$ cat config.mk
export PLATFORM = sky130hd
export DESIGN_NAME = uart_rx_fifo
export DESIGN_NICKNAME = d
export VERILOG_FILES = /design/src/rtl/uart_rx_fifo.sv
export SDC_FILE = /design/constraint.sdc
export NUM_CORES = 1
export LEC_CHECK = 0
export CAP_MARGIN = 30
export CELL_PAD_IN_SITES_DETAIL_PLACEMENT = 1
export CELL_PAD_IN_SITES_GLOBAL_PLACEMENT = 1
export CORE_MARGIN = 3
export CORE_UTILIZATION = 51
export CTS_CLUSTER_DIAMETER = 100
export DETAILED_ROUTE_END_ITERATION = 8
export PLACE_DENSITY = 0.84
export SETUP_SLACK_MARGIN = 0.2
export SYNTH_ARGS = -nofsm -noshare
export SYNTH_HDL_FRONTEND = slang
export SYNTH_SLANG_ARGS = --single-unit
$ cat constraint.sdc
create_clock -name clk -period 3 [get_ports clk]
set_clock_uncertainty 0.05 [all_clocks]
set_input_delay 0.3 -clock clk [delete_from_list [all_inputs] [get_ports clk]]
set_output_delay 0.3 -clock clk [all_outputs]
set_load 0.02 [all_outputs]
$ cat src/rtl/uart_rx_fifo.sv
// ----------------------------------------------------------------------------
// uart_rx_fifo
//   Receive-side byte buffer placed directly after the UART receiver. Every
//   rx_done pulse (wr_en) captures one received byte; the consumer drains the
//   queue through a first-word-fall-through valid/ready port. Bytes that
//   arrive while the queue is full and nothing is leaving are dropped, and a
//   sticky overflow flag records the loss.
//
// Parameters
//   WIDTH      data width (matches the UART received_byte)
//   DEPTH      number of entries, power of 2, >= 2
//   AF_THRESH  almost_full asserts when count >= AF_THRESH (1..DEPTH)
//
// Ports
//   clk            in   system clock, all state on posedge
//   rst            in   synchronous active-high reset, dominates all inputs
//   wr_data        in   byte from the receiver
//   wr_en          in   one-cycle pulse per received byte
//   rd_data        out  head-of-queue byte, valid while rd_valid=1
//   rd_valid       out  queue non-empty
//   rd_ready       in   consumer takes rd_data this cycle
//   count          out  occupancy 0..DEPTH
//   full           out  count == DEPTH
//   almost_full    out  count >= AF_THRESH
//   overflow       out  sticky, a write was dropped
//   overflow_clr   in   clears overflow (a same-cycle drop wins)
// ----------------------------------------------------------------------------
module uart_rx_fifo #(
   parameter int WIDTH     = 8,
   parameter int DEPTH     = 16,
   parameter int AF_THRESH = 12
) (
   input  logic                       clk,
   input  logic                       rst,
   input  logic [WIDTH-1:0]           wr_data,
   input  logic                       wr_en,
   output logic [WIDTH-1:0]           rd_data,
   output logic                       rd_valid,
   input  logic                       rd_ready,
   output logic [$clog2(DEPTH+1)-1:0] count,
   output logic                       full,
   output logic                       almost_full,
   output logic                       overflow,
   input  logic                       overflow_clr
);

   localparam int PW = $clog2(DEPTH);
   localparam int CW = $clog2(DEPTH+1);

   // Storage is intentionally not reset; rd_data is don't-care while empty.
   logic [WIDTH-1:0] mem_q [DEPTH];

   logic [PW-1:0] wr_ptr_q, wr_ptr_d;
   logic [PW-1:0] rd_ptr_q, rd_ptr_d;
   logic [CW-1:0] count_q,  count_d;
   logic          ovf_q,    ovf_d;

   logic push, pop, drop;

   // Status flags come straight from the registered count, so they reflect
   // the state after the most recent edge.
   assign rd_valid    = (count_q != '0);
   assign full        = (count_q == CW'(DEPTH));
   assign almost_full = (count_q >= CW'(AF_THRESH));
   assign count       = count_q;
   assign overflow    = ovf_q;

   // First-word-fall-through: the head entry is always on the output.
   assign rd_data     = mem_q[rd_ptr_q];

   // A pop in the same cycle frees a slot, so a write at full still fits.
   assign pop  = rd_valid & rd_ready;
   assign push = wr_en & (~full | pop);
   assign drop = wr_en & ~push;

   always_comb begin
      wr_ptr_d = wr_ptr_q;
      rd_ptr_d = rd_ptr_q;
      count_d  = count_q;
      ovf_d    = ovf_q;

      // DEPTH is a power of two, so the natural pointer rollover is the wrap.
      if (push) wr_ptr_d = wr_ptr_q + PW'(1);
      if (pop)  rd_ptr_d = rd_ptr_q + PW'(1);

      unique case ({push, pop})
         2'b10:   count_d = count_q + CW'(1);
         2'b01:   count_d = count_q - CW'(1);
         default: count_d = count_q;
      endcase

      // Set has priority over clear.
      if (drop)              ovf_d = 1'b1;
      else if (overflow_clr) ovf_d = 1'b0;
   end

   always_ff @(posedge clk) begin
      if (rst) begin
         wr_ptr_q <= '0;
         rd_ptr_q <= '0;
         count_q  <= '0;
         ovf_q    <= 1'b0;
      end else begin
         wr_ptr_q <= wr_ptr_d;
         rd_ptr_q <= rd_ptr_d;
         count_q  <= count_d;
         ovf_q    <= ovf_d;
      end
   end

   // Write port kept out of the reset branch so the array maps to plain RAM.
   always_ff @(posedge clk) begin
      if (!rst && push) mem_q[wr_ptr_q] <= wr_data;
   end

endmodule

Yosys cells after proc, flatten, opt, wreduce, memory -nomap -nowiden:

Memories as Yosys holds them, arrays and structs flattened. A register that Yosys moved wholly into a read port is not among the register bits.
Index checks and enable logic that the tools add are counted.

* register bits after elaboration: 14
* memory bits (writable): 128
* bits of input ports: 13
* word-level logic and storage cells: 31
* memories kept: 1

* $add $sub $neg: 4
* $lt $le $gt $ge: 1
* equality and inequality tests: 3
* muxes and demuxes: 7
* bitwise gates (word level): 6
* reductions and logical operators: 5

Memories
* mem_q: depth 16, width 8, rd ports 1, clocked after Yosys merged registers in 1, wr ports 1, line 51 `logic [WIDTH-1:0] mem_q [DEPTH];`

Operators by type and width (count)
* $pmux 5 s2: 1
* $add 4x1->4 const B: 2
* $mux 4: 2
* $add 5x1->5 const B: 1
* $eq 5x5->1 const B: 1
* $ge 5x4->1 const B: 1
* $reduce_bool 5->1: 1
* $sub 5x1->5 const B: 1
* $mux 1: 4
* $reduce_bool 2->1: 2
* $and 1x1->1: 3
* $eq 2x1->1 const B: 1
* $eq 2x2->1 const B: 1
* $not 1->1: 2
* $logic_and 1x1->1: 1
* $logic_not 1->1: 1
* $or 1x1->1: 1

Depth between registers and ports, before layout:

Gate-level depths: netlist (run 1).

* depth after elaboration: 7
* depth in mapped cells: 9

Worst setup path after synthesis (run 1):

OpenSTA, ideal clock, no wires.

* path type: reg2reg
* from: register count_q[0] (netlist: count[0])
* to: register count_q[4] (netlist: count[4])
* library setup time: 0.074 ns
* arrival time: 2.595 ns
* required time: 2.876 ns
* slack: 0.281 ns
* stages on the path, launching flop included: 10
* path buffers: 1
* period minus slack after synthesis: 2.719 ns
* cell sequence: dfxtp_1 or4_1 buf_2 o21ai_2 inv_2 fa_1 a21o_1 a2111oi_0 o21ai_0 a31oi_1

* word-level cells in the longest chain between the ends: 6
* elaborated cells on any way between the ends: 12

RTL lines
* from (decl): line 55 `logic [CW-1:0] count_q, count_d;`
* from (signal assigned): line 106 `count_q <= count_d;`
* $reduce_bool 5->1 or $eq 5x5->1 (tied branches): line 62, 63
* $and 1x1->1 or $not 1->1 (tied branches): line 72, 73
* $or 1x1->1: line 73 `assign push = wr_en & (~full | pop);`
* $and 1x1->1: line 73
* $eq 2x1->1 or $eq 2x2->1 (tied branches): line 86 `unique case ({push, pop})`
* $pmux 5 s2 or $reduce_bool 2->1 (tied branches)

Parallel ways exist; a longest one is shown, timed or not.
A chain may end at the register's enable or synchronous reset.

Worst setup path in the final report (run 1):

Same ends and word-level chain as after synthesis.

==> run metrics, run 1 <==
Logic pwr share 0.246; initial core utilization 0.533; Vias 3183; max-slew violations 0; Worst-path clk slew 0.06 ns; drt wl/cell 26.6 um; largest family of logic cells by synthesized area multiplexers; CP required 3.29 ns; Clock Sinks 146; vias in the first global route 3582; sequential area share after synthesis 0.716; post-DP HPWL 7870 um; Die ar. 12800 um2; DP Cell Count 484; Final Setup Violations 0; Setup TNS 0 ns; Switching Power 1.73 mW; Initial DRT Pass Iterations 4; Synth area leaders edfxtp_1 65%, mux4_2 12%, dfxtp_1 6.1%; RSZ-0062 raised after global routing true; Core ar. 11000 um2; crit path DAT 3.02 ns; Slew HR 0.372; status complete, no violations; simple-gate share of the synthesized area 0.0609; Mapped Cells 321; Tmin final 2.72 ns; post-synthesis mux area share 0.132; Adder-Cell Fraction of Synth Area 0.0204; Die Y 113 um; Async SR Flop Fraction 0; CTS root buf clkbuf_16; first-pass GRT wire length 21100 um; I/O pin cnt 30; largest net degree at the start of global routing 33; Synth top area share 0.654; MaxCap Viol Count 0; Worst VDD drop 0.508 mV; CTS max path bufs 2; sequential share of power 0.398; # rows 38; gr usage total 0.228; grt ovf 0; PortBufs 29; FMAX 0.367 GHz; Compound-Gate Fraction of Synth Area 0.0490; most numerous cell in the Yosys netlist edfxtp_1; Area Growth Syn to Fin 19.1%; Yosys warnings 0; CP max FO 9; Slew @ Worst Pin 0.940 ns; worst-skew pair later-pin latency 0.41 ns; antenna violations before repair 0; synthesized cell area 5880 um2; critical path class flip-flop to flip-flop; Hold Path Class flip-flop to flip-flop; Via density 6.14; Setup crit start kind flip-flop; CTS Buf Count 17; Fin. Hold Viols 0; Internal Power 4.23 mW; die width 113 um; drc violations 0; fin cells 518; XOR/XNOR share of the synthesized area 0.00894; ant diodes 0; syn_area_per_cell 18.3 um2; post-synth cell types 45; share of layout cells above drive strength 1 0.225; sw frac 0.291; CP endpoint kind flip-flop; NumNets Final 387; pwr dens 851 nW/um2; Synth top cells by count 128 x edfxtp_1, 32 x mux4_2, 18 x dfxtp_1; CTS tree built; period utilization 0.908; post-route ant nets 0; htree depth 4; gpl congestion 0.832; area leader, netlist edfxtp_1; Seq cells post-synth 146; Clock power frac 0.356; Static Leak 2.40 nW; routed wire length 13800 um; drt initial violations 325; predominant post-synthesis flop cell edfxtp_1; Syn Nets 343; Post-synth EDFFs 128
-- state kept, by name, indices dropped and copies added (netlist names), named ones only --
| signal | flops |
|---|---|
| wr_ptr_q | 4 |
| rd_ptr_q | 4 |
| overflow | 1 |
| mem_q | 128 |
| count | 5 |
-- critical path, stage by stage, from the launching register on --
cell and delay, ns:
dfxtp_1 0.40, or4_1 0.60, o21ai_2 0.21, inv_2 0.12
fa_2 0.39, a21o_1 0.21, a2111oi_2 0.34, o21ai_0 0.15
a31oi_1 0.19
-- cells in the final DEF (no fill, tap or decap), types with 3 or more instances in the layout --
cell / Yosys / layout
a21oi_1: 6 / 6
a22oi_1: 16 / 14
and2_1: 3 / 3
and3_1: 15 / 15
buf_4: 0 / 7
clkbuf_16: 0 / 17
clkdlybuf4s50_1: 0 / 20
clkinvlp_4: 0 / 4
dfxtp_1: 18 / 17
dlygate4sd2_1: 0 / 7
edfxtp_1: 128 / 128
ha_1: 8 / 8
inv_1: 3 / 3
inv_6: 0 / 5
mux2i_1: 3 / 3
mux4_2: 32 / 32
nand2_1: 11 / 11
nand3_1: 3 / 3
nor2_1: 13 / 13
nor2b_1: 10 / 10
nor3_1: 5 / 5
o21ai_0: 3 / 3
xor2_1: 5 / 5
-- timing repair --
action,in CTS,in global routing
endpoints found under the hold margin,0,0
hold buffers,0,0
resized for setup,9,5
setup endpoints to repair,9,3
buffers inserted,1,0
cloned,1,0
pin swaps,1,0
-- area by class of cell --
cell class                 count  area [um2]
clock buffer                  17         425
fill                         972        4030
inverter                       4        15.0
sequential                   146        4210
clock inverter                15         156
multi-input combinational    157        1610
tap                          140         175
timing repair buffer          39         412
-- per-stage QoR --
stage / setup WS [ns] / utilization / hold slack (ns) / area, um2 / power [mW]
after floorplan: 0.281 / - / 0.349 / 5880 / 3.33
after global placement: 0.324 / 0.577 / 0.455 / 6360 / 3.77
after detailed placement: 0.174 / 0.577 / 0.474 / 6360 / 3.81
after CTS: 0.0884 / 0.633 / 0.493 / 6990 / 5.98
after global routing: 0.130 / 0.635 / 0.542 / 7000 / 6.18
final: 0.275 / 0.635 / 0.495 / 7000 / 5.96
-- power by group through the flow --
stage | Combinational, mW | Clock, mW | Sequential (mW)
finish | 1.46 | 2.12 | 2.37
detailed placement | 1.40 | 0 | 2.41
CTS | 1.47 | 2.14 | 2.37
floorplan | 0.919 | 0 | 2.41
global route | 1.58 | 2.22 | 2.38
global placement | 1.37 | 0 | 2.40
-- worst paths after layout --
path                                  start          end  slack [ns]  cells after the start
worst max-delay path               count[0]     count[4]        0.28                      8
worst min-delay path            rd_ptr_q[3]  rd_ptr_q[3]        0.50                      2
worst max register to register     count[0]     count[4]        0.28                      8
worst min register to register  rd_ptr_q[3]  rd_ptr_q[3]        0.50                      2
-- cells by family (layout without fill, tap and decap cells) --
| family | Yosys count | in the layout |
|---|---|---|
| multiplexers | 37 | 37 |
| flip-flops | 146 | 146 |
| AND/OR/NAND/NOR | 66 | 66 |
| adder cells (fa/ha/maj) | 9 | 9 |
| buffers and inverters | 18 | 75 |
| AO/OA/AOI/OAI | 39 | 39 |
| XOR/XNOR | 6 | 6 |
-- metal layers --
| metal | routed length, um | GRT usage | vias up |
|---|---|---|---|
| met5 | 0 | 0 | - |
| met4 | 229 | 0.0817 | 0 |
| met3 | 663 | 0.0508 | 18 |
| met2 | 7290 | 0.390 | 117 |
| met1 | 5570 | 0.287 | 1658 |
| li1 | - | - | 1390 |
(Power assumes the default switching activity.)
==> run 2: changes to the inputs <==
--- a/config.mk
+++ b/config.mk
@@ -9,10 +9,10 @@
 export CELL_PAD_IN_SITES_DETAIL_PLACEMENT = 1
 export CELL_PAD_IN_SITES_GLOBAL_PLACEMENT = 1
 export CORE_MARGIN = 3
-export CORE_UTILIZATION = 51
+export CORE_UTILIZATION = 55
 export CTS_CLUSTER_DIAMETER = 100
 export DETAILED_ROUTE_END_ITERATION = 8
-export PLACE_DENSITY = 0.84
+export PLACE_DENSITY = 0.89
 export SETUP_SLACK_MARGIN = 0.2
 export SYNTH_ARGS = -nofsm -noshare
 export SYNTH_HDL_FRONTEND = slang
==> constraint.sdc (replaced) <==
create_clock -name clk -period 3.35 [get_ports clk]
set_clock_uncertainty 0.05 [all_clocks]
set_input_delay 0.335 -clock clk [delete_from_list [all_inputs] [get_ports clk]]
set_output_delay 0.335 -clock clk [all_outputs]
set_load 0.02 [all_outputs]
==> run metrics, run 2 (synthesis gave the netlist of run 1 again) <==
gpl congestion 0.802 (-3.5%); Area Growth Syn to Fin 17.8%; Power, Total 5.19 mW (-13%); Worst VDD drop 0.516 mV (+1.6%); ant diodes 0 (unchanged); Cell Area, Placed 6320 um2 (-0.63%); # rows 37 (-2.6%); NumNets Final 383 (-1.0%); CP max FO 16 (+7); grt ovf 0 (unchanged); I/O pin cnt 30 (unchanged); CP cell instances buf_12, mux4_2, a22oi_1, nand2_1, clkdlybuf4s50_1; Hold Path Class primary input to flip-flop; critical path class flip-flop to primary output; Via density 6.31 (+2.7%); sequential share of power 0.410 (+0.012); htree depth 4 (unchanged); worst-skew pair later-pin latency 0.51 ns (+0.10 ns); CTS max path bufs 2 (unchanged); most frequent cells in the layout 128 x edfxtp_1, 32 x mux4_2, 29 x clkdlybuf4s50_1, 19 x clkbuf_16, 17 x dfxtp_1; Slew @ Worst Pin 0.806 ns (-0.134 ns); sw frac 0.284 (-0.00669); largest net degree at the start of global routing 33 (unchanged); CTS Buf Count 17 (unchanged); Tmin final 3.01 ns; Final Setup Violations 0 (unchanged); die width 109 um (-3.5%); Slew HR 0.462 (+0.0894); Internal Power 3.71 mW (-12%); CTS tree built; Post-CTS Resized 0 (-9); CP required 2.96 ns (-0.33 ns); CP peak stage delay 0.55 ns (-0.05 ns); DP Cell Count 477 (-1.4%); drc violations 0 (unchanged); status complete, no violations; Die Y 109 um (-3.5%); pwr dens 749 nW/um2 (-12%); Clock Sinks 146 (unchanged); post-DP HPWL 8560 um (+8.8%); Critical-path top delay cell clkdlybuf4s50_1; gr usage total 0.260 (+0.0322); Biggest register mem_q; RSZ-0062 raised after global routing false; commonest non-fill, non-tap cell in the layout edfxtp_1; routed wire length 14300 um (+3.9%); vias in the first global route 3542 (-1.1%); period utilization 0.900; drt initial violations 276 (-15%); Setup TNS 0 ns (unchanged); crit path DAT 2.63 ns (-0.39 ns); max reg flops 128 (unchanged); CP endpoint kind primary output; share of layout cells above drive strength 1 0.214 (-0.0110); fin cells 510 (-1.5%); Post-CTS Setup Bufs 0 (-1); Clock power frac 0.342 (-0.014); Static Leak 2.35 nW (-2.1%); MaxCap Viol Count 0 (unchanged); hold_buf cts 0 (unchanged); post-route ant nets 0 (unchanged); Final Cell Area 6920 um2 (-1.1%); FMAX 0.332 GHz; CTS root buf clkbuf_8; Setup crit start kind flip-flop; Die ar. 12000 um2 (-6.9%); PortBufs 29 (unchanged); initial core utilization 0.567 (+0.0339); Fin. Hold Viols 0 (unchanged); Logic pwr share 0.249 (+0.003); first-pass GRT wire length 21700 um (+2.5%); Switching Power 1.47 mW (-15%); Fin Hold WS 0.447 ns (-0.0479 ns); drt wl/cell 28.0 um (+5.6%); max-slew violations 0 (unchanged); Core ar. 10400 um2 (-6.0%); antenna violations before repair 0 (unchanged); Initial DRT Pass Iterations 4 (unchanged); Worst-path clk slew 0.06 ns (about the same); Vias 3217 (+1.1%)
==> run 2: changes by cell type in the layout (fill, tap and decap cells not counted), moves of 2 or more <==
cell | previous run | this run
inv_6 | 5 | 2
inv_4 | 0 | 2
dlygate4sd2_1 | 7 | 0
clkbuf_16 | 17 | 19
bufinv_16 | 2 | 0
clkdlybuf4s50_1 | 20 | 29
clkinv_2 | 2 | 4
clkinvlp_4 | 4 | 0
buf_4 | 7 | 4
dlymetal6s2s_1 | 2 | 0
clkbuf_8 | 0 | 3
==> run 2: area by class of cell <==
type | count | area (um2)
flip-flops and latches | 146 | 4210
fillers | 901 | 3450
multi-input cells | 157 | 1600
clock buffers | 22 | 495
repair buffers | 35 | 365
well taps | 136 | 170
clock inverters | 10 | 67.6
inverters | 4 | 15.0
==> run 2: power groups by stage <==
stage	combinational [mW]	sequential (mW)	clock, mW
after floorplan	0.823	2.16	0
after global placement	1.19	2.14	0
after detailed placement	1.22	2.15	0
after CTS	1.26	2.12	1.79
after global routing	1.39	2.14	1.88
final	1.29	2.12	1.77
==> run 2: metal layers <==
layer	part of all wire	routed length, um	track usage
met4	0.020	291	0.102
met2	0.53	7590	0.448
met1	0.39	5560	0.319
met5	0	0	0
met3	0.060	851	0.0599
==> run 2: metrics by stage <==
stage,worst slack [ns],util
3_5_place_dp,0.422,0.610
4_1_cts,0.258,0.664
5_1_grt,0.223,0.667
3_3_place_gp,0.525,0.610
6_report,0.336,0.667
2_1_floorplan,0.631,-
==> run 2: worst paths after layout <==
check	startpoint	endpoint	slack (ns)	cells past startpoint
setup / recovery	flip-flop	rd_data[3]	0.34	5
hold reg to reg	rd_ptr_q[3]	flip-flop	0.51	2
setup reg to reg	count[0]	count[4]	0.54	8
hold / removal	overflow_clr	overflow	0.45	4
==> run 2: critical path: cells and delay by family (launching register included) <==
family          cells  cell delay [ns]
buf+inv             2             0.76
mux                 1             0.51
flops               1             0.40
compound gates      1             0.33
simple gates        1             0.11
